--- src/rtl/counter_pkg.sv ---
// Shared encodings for the programmable counter/timer: count modes and FSM states.
package counter_pkg;

   localparam logic [1:0] MODE_ONESHOT_DOWN = 2'b00;
   localparam logic [1:0] MODE_RELOAD_DOWN  = 2'b01;
   localparam logic [1:0] MODE_ONESHOT_UP   = 2'b10;
   localparam logic [1:0] MODE_RELOAD_UP    = 2'b11;

   localparam logic [1:0] ST_IDLE = 2'd0;
   localparam logic [1:0] ST_RUN  = 2'd1;
   localparam logic [1:0] ST_DONE = 2'd2;

   // Mode bit 1 selects direction, bit 0 selects auto-reload.
   function automatic logic mode_is_up(input logic [1:0] m);
      return m[1];
   endfunction

   function automatic logic mode_is_reload(input logic [1:0] m);
      return m[0];
   endfunction

endpackage

--- src/rtl/counter_prescaler.sv ---
// Prescaler: raises tick on every (div+1)-th enabled cycle; clr restarts the phase.
module counter_prescaler #(
   parameter int unsigned PRESCALE_W = 4
) (
   input  logic                  clk,
   input  logic                  reset_n,
   input  logic                  clr,
   input  logic                  en,
   input  logic [PRESCALE_W-1:0] div,
   output logic                  tick
);

   logic [PRESCALE_W-1:0] phase;

   assign tick = en && (phase == div);

   always_ff @(posedge clk or negedge reset_n) begin
      if (!reset_n) begin
         phase <= '0;
      end else if (clr) begin
         phase <= '0;
      end else if (en) begin
         phase <= tick ? '0 : phase + PRESCALE_W'(1);
      end
   end

endmodule

--- src/rtl/prog_timer_counter.sv ---
// Programmable up/down counter/timer with prescaler, one-shot or auto-reload operation,
// sticky done flag and a one-cycle terminal-count pulse.
module prog_timer_counter
   import counter_pkg::*;
#(
   parameter int unsigned WIDTH      = 8,
   parameter int unsigned PRESCALE_W = 4
) (
   input  logic                  clk,
   input  logic                  reset_n,
   input  logic                  load,
   input  logic [WIDTH-1:0]      load_val,
   input  logic [1:0]            mode,
   input  logic [PRESCALE_W-1:0] prescale,
   input  logic                  count_en,
   output logic [WIDTH-1:0]      count,
   output logic                  done,
   output logic                  tc_pulse,
   output logic                  busy
);

   logic [1:0]            state, state_d;
   logic [WIDTH-1:0]      count_d;
   logic                  done_d, tc_d;
   logic [WIDTH-1:0]      term_q;
   logic [1:0]            mode_q;
   logic [PRESCALE_W-1:0] pre_q;
   logic                  step;
   logic [WIDTH-1:0]      target;

   counter_prescaler #(.PRESCALE_W(PRESCALE_W)) u_prescaler (
      .clk     (clk),
      .reset_n (reset_n),
      .clr     (load),
      .en      ((state == ST_RUN) && count_en),
      .div     (pre_q),
      .tick    (step)
   );

   assign target = mode_is_up(mode_q) ? term_q : '0;

   always_ff @(posedge clk or negedge reset_n) begin
      if (!reset_n) begin
         state    <= ST_IDLE;
         count    <= '0;
         done     <= 1'b0;
         tc_pulse <= 1'b0;
         busy     <= 1'b0;
      end else begin
         state    <= state_d;
         count    <= count_d;
         done     <= done_d;
         tc_pulse <= tc_d;
         busy     <= (state_d == ST_RUN);
      end
   end

   // Run configuration is captured only on load and held for the whole run.
   always_ff @(posedge clk or negedge reset_n) begin
      if (!reset_n) begin
         term_q <= '0;
         mode_q <= MODE_ONESHOT_DOWN;
         pre_q  <= '0;
      end else if (load) begin
         term_q <= load_val;
         mode_q <= mode;
         pre_q  <= prescale;
      end
   end

   // Next state: load overrides any step taken in the same cycle.
   always_comb begin
      state_d = state;
      count_d = count;
      done_d  = done;
      tc_d    = 1'b0;
      if (load) begin
         state_d = ST_RUN;
         count_d = mode_is_up(mode) ? '0 : load_val;
         done_d  = 1'b0;
      end else if ((state == ST_RUN) && step) begin
         if (count != target) begin
            count_d = mode_is_up(mode_q) ? count + WIDTH'(1) : count - WIDTH'(1);
         end else if (mode_is_reload(mode_q)) begin
            count_d = mode_is_up(mode_q) ? '0 : term_q;
            tc_d    = 1'b1;
         end else begin
            done_d  = 1'b1;
            tc_d    = 1'b1;
            state_d = ST_DONE;
         end
      end
   end

endmodule

--- config.mk ---
export PLATFORM = sky130hd
export DESIGN_NAME = prog_timer_counter
export DESIGN_NICKNAME = d
export VERILOG_FILES = /design/src/rtl/counter_pkg.sv /design/src/rtl/counter_prescaler.sv /design/src/rtl/prog_timer_counter.sv
export SDC_FILE = /design/constraint.sdc
export NUM_CORES = 1
export LEC_CHECK = 0
export BUFFER_PORTS_ARGS = -buffer_cell sky130_fd_sc_hd__buf_4
export CORE_ASPECT_RATIO = 1.1
export CORE_MARGIN = 2
export CORE_UTILIZATION = 56
export CTS_CLUSTER_SIZE = 24
export DETAILED_ROUTE_END_ITERATION = 10
export PLACE_DENSITY_LB_ADDON = 0.08
export SYNTH_ARGS = -nofsm -noshare
export SYNTH_HDL_FRONTEND = slang
export SYNTH_SLANG_ARGS = --single-unit
--- constraint.sdc ---
create_clock -name clk -period 2.75 [get_ports clk]
set_clock_uncertainty 0.05 [all_clocks]
set_input_delay 0.1375 -clock clk [delete_from_list [all_inputs] [get_ports clk]]
set_output_delay 0.1375 -clock clk [all_outputs]
set_load 0.03 [all_outputs]
==> qor.csv <==
stage;metric;value;unit
finish;ant diodes;0;
setup_path;startpoint types;flip-flop;
floorplanning;I/O pins;29;
detailed_routing;DRC;0;
logic_synthesis;Avg Inst Size Synth;10.1;µm²
detailed_routing;vias post-DR;1722;
detailed_routing;met1 WL;1.77;mm
timing;Tcrit/Tclk final;87.1;%
logic_synthesis;syn nets;218;
detailed_routing;Met3 Routed Length;235;µm
setup_path;slowest CP cell;or4_2;
detailed_routing;overall routed net length;4.55;mm
clock_network;htree depth;2;
setup_path;CP Capture Type;flip-flop;
setup_path;Worst Reg-to-Reg Cells;6;
timing;Final setup viols;0;
placement;Routability Congestion;0.930;
timing;Slew @ Worst Pin;710;ps
detailed_routing;DR vias/cell;6.02;
grt;vias in the first global route;1662;
placement;Place WS;200;ps
timing;Peak Freq;418;MHz
finish;area of the multi-input gates;1090;µm²
clock_network;clk_lat worst skew;350;ps
power_and_ir_drop;maximum VDD drop;384;µV
setup_path;critical path depth;6;
grt;GRT Overall Usage;26.7;%
floorplanning;die height;65.6;µm
clock_network;maximum root-to-sink buffer count;2;
timing;final setup TNS;0;ps
detailed_routing;Routed Antenna Nets;0;
setup_path;crit path from;mode_q[1];
finish;area delta synth->final;23.1;%
floorplanning;die width;60;µm
floorplanning;die area;3940;µm²
setup_path;CP Cell Sequence;inv_1, ha_1, a211oi_1, nor2_1, or4_2, a41oi_1;
logic_synthesis;Async SR Flop Fraction;100;%
setup_path;CP required;2970;ps
setup_path;critical path class;flip-flop to flip-flop;
finish;Register Area;776;µm²
logic_synthesis;#FFs+latches synth;31;
setup_path;Worst Path Buf+Inv;1;
min_path;min-delay worst type;input pin to flip-flop;
placement;placement-stage cell area;2160;µm²
clock_network;Clock Tree Root;clkbuf_4;
logic_synthesis;netlist area before placement;1930;µm²
floorplanning;initial core utilization;58.0;%
timing;Final Max Slew Viols;0;
detailed_routing;WL/cell;15.9;µm
logic_synthesis;post-synth cell types;51;
floorplanning;core area;3330;µm²
power_and_ir_drop;Cell Pwr Density;612;nW/µm²
min_path;Hold Crit Depth;2;
setup_path;top cell family by delay on the critical path;simple AND/OR/NAND/NOR gates;
timing;RSZ-0062 raised after global routing;false;
detailed_routing;top sig layer;met4;
finish;layout cells sized above 1;25.2;%
detailed_routing;DR pass1 iterations;4;
detailed_routing;met2 wire length;2.46;mm
placement;IO Port Bufs;28;
logic_synthesis;Warnings, synthesis;0;
finish;utilization after layout;71.4;%
grt;grt total ovfl;0;
clock_network;CTS tree;done;
grt;initial antenna violation count;0;
grt;largest net degree at the start of global routing;32;
clock_network;clock buffer count from CTS;5;
timing;min cycle time layout;2390;ps
logic_synthesis;Post-Synthesis Cells;192;
finish;fillcell total;245;
finish;cell area after layout;2380;µm²
logic_synthesis;Primary FF master, synth;dfrtp_1;
clock_network;# clock sinks;31;
outcome;outcome;finished, final reports clean;
timing;setup ws final;355;ps
min_path;Hold Path Origin;load;
setup_path;WP data arrival;2620;ps
detailed_routing;Initial DRC Count;107;
grt;first-pass GRT wire length;7.69;mm
logic_synthesis;EDFF count, synth;0;
clock_network;clock slew at reported path FFs;110;ps
logic_synthesis;sequential area share after synthesis;40.2;%
placement;DP HPWL;3.25;mm
setup_path;RR Startpoint;mode_q[1];
floorplanning;# rows;22;
power_and_ir_drop;Pleak;1.02;nW
setup_path;Worst Path Max Fanout;11;
finish;Nets;263;
timing;final hold vios;0;
timing;max_slew headroom;52.7;%
setup_path;Critical Path Max Stage Delay;610;ps
run;Max Cap Viol;0;
[synth_stat cells (2+ instances only)]
cell type  count  area share [%]
a211oi_1       4             1.6
a21o_1         3             1.2
a21oi_1       10             2.6
a31oi_1        4             1.3
a32oi_1        3             1.4
a41oi_1        2            0.91
and2_1         2            0.65
and3_1         2            0.65
clkbuf_1       2            0.39
dfrtp_1       31              40
ha_1           7             4.5
inv_1          7             1.4
mux2_2        13             7.6
mux2i_1        2             1.0
nand2_1       15             2.9
nand3_1        7             1.8
nand4_1        2            0.65
nor2_1        17             3.3
nor2b_1        3            0.97
nor3_1         4             1.0
o21ai_0        9             2.3
o21bai_1       3             1.2
or4_1          2            0.78
xnor2_1        7             3.2
xor2_1         5             2.3
[final timing paths]
kind,end,slack (ps)
worst min register to register,done,480
worst min-delay path,u_prescaler.phase[0],130
min in group asynchronous,mode_q[1],200
worst max-delay path,count[3],360
worst max register to register,count[3],360
max in group asynchronous,term_q[2],2150
[per-layer routing]
layer  track usage, %  vias up
li1                 -      800
met3             4.92        8
met2             46.1       58
met1             31.4      856
met5                0        -
met4             12.5        0
[worst reg2reg max path, delay by kind of cell, from the launching register on]
kind            cells  cell delay [ps]
simple gates        2              700
compound gates      2              590
flops               1              390
fa+ha+maj           1              320
buf+inv             1              280
[per-stage QoR]
stage	cells	hold slack, ps	power [mW]
global placement	263	38.5	1.15
floorplan	192	-208	1.00
finish	286	133	1.45
detailed placement	263	46.7	1.17
CTS	286	114	1.46
global route	286	125	1.55
[report_power, final]
part,internal [mW],switching [mW]
Clock,0.0974,0.175
Sequential,0.509,0.0808
Combinational,0.272,0.321
[repair_timing]
action	4_1_cts	5_1_grt
hold endpoints to repair	48	0
setup endpoints to repair	0	8
buffers inserted	0	0
resized for setup	0	1
hold buffers	15	0
[cell type report]
| cell class | count | share of cell area (%) |
|---|---|---|
| clock buffer | 5 | 1.58 |
| clock inverter | 3 | 0.842 |
| inverter | 7 | 1.11 |
| multi-input combinational | 148 | 45.8 |
| sequential | 31 | 32.6 |
| tap | 48 | 2.53 |
| timing repair buffer | 44 | 15.5 |
[registers in the layout, indices dropped and copies added, names as in the netlist]
| register | flops |
|---|---|
| term_q | 8 |
| pre_q | 4 |
| u_prescaler.phase | 4 |
| busy | 1 |
| mode_q | 2 |
| done | 1 |
| count | 8 |
| tc_pulse | 1 |
| state | 2 |
[kinds of logic (layout without fill, tap and decap cells)]
| kind of cell | Yosys count | count (layout) | synth area share (%) |
|---|---|---|---|
| and+or+nand+nor | 63 | 63 | 17.0 |
| buffers and inverters | 13 | 59 | 3.82 |
| muxes | 15 | 15 | 8.61 |
| AOI/OAI and AO/OA | 50 | 50 | 19.4 |
| DFF | 31 | 31 | 40.2 |
| xor gates and xnor gates | 12 | 12 | 5.44 |
| adders and majority gates | 8 | 8 | 5.57 |
[placed cells by master, fill, tap and decap left out, types with 2 or more instances in the layout]
cell type       n
and2_1          2
a21oi_1        10
a41oi_1         2
dfrtp_1        31
ha_1            7
o21ai_0         9
xnor2_1         7
clkbuf_4        5
mux2i_1         2
a32oi_1         2
a21o_1          3
and3_1          2
nor2_1         17
nor2b_1         3
a211oi_1        4
xor2_1          5
inv_1           7
a32oi_2         2
buf_4          29
o21bai_1        3
clkinvlp_4      2
or4_1           2
dlygate4sd3_1  15
mux2_2         13
nand2_1        15
nand3_1         7
nand4_1         2
a31oi_1         4
nor3_1          4
(Power assumes the default switching activity.)
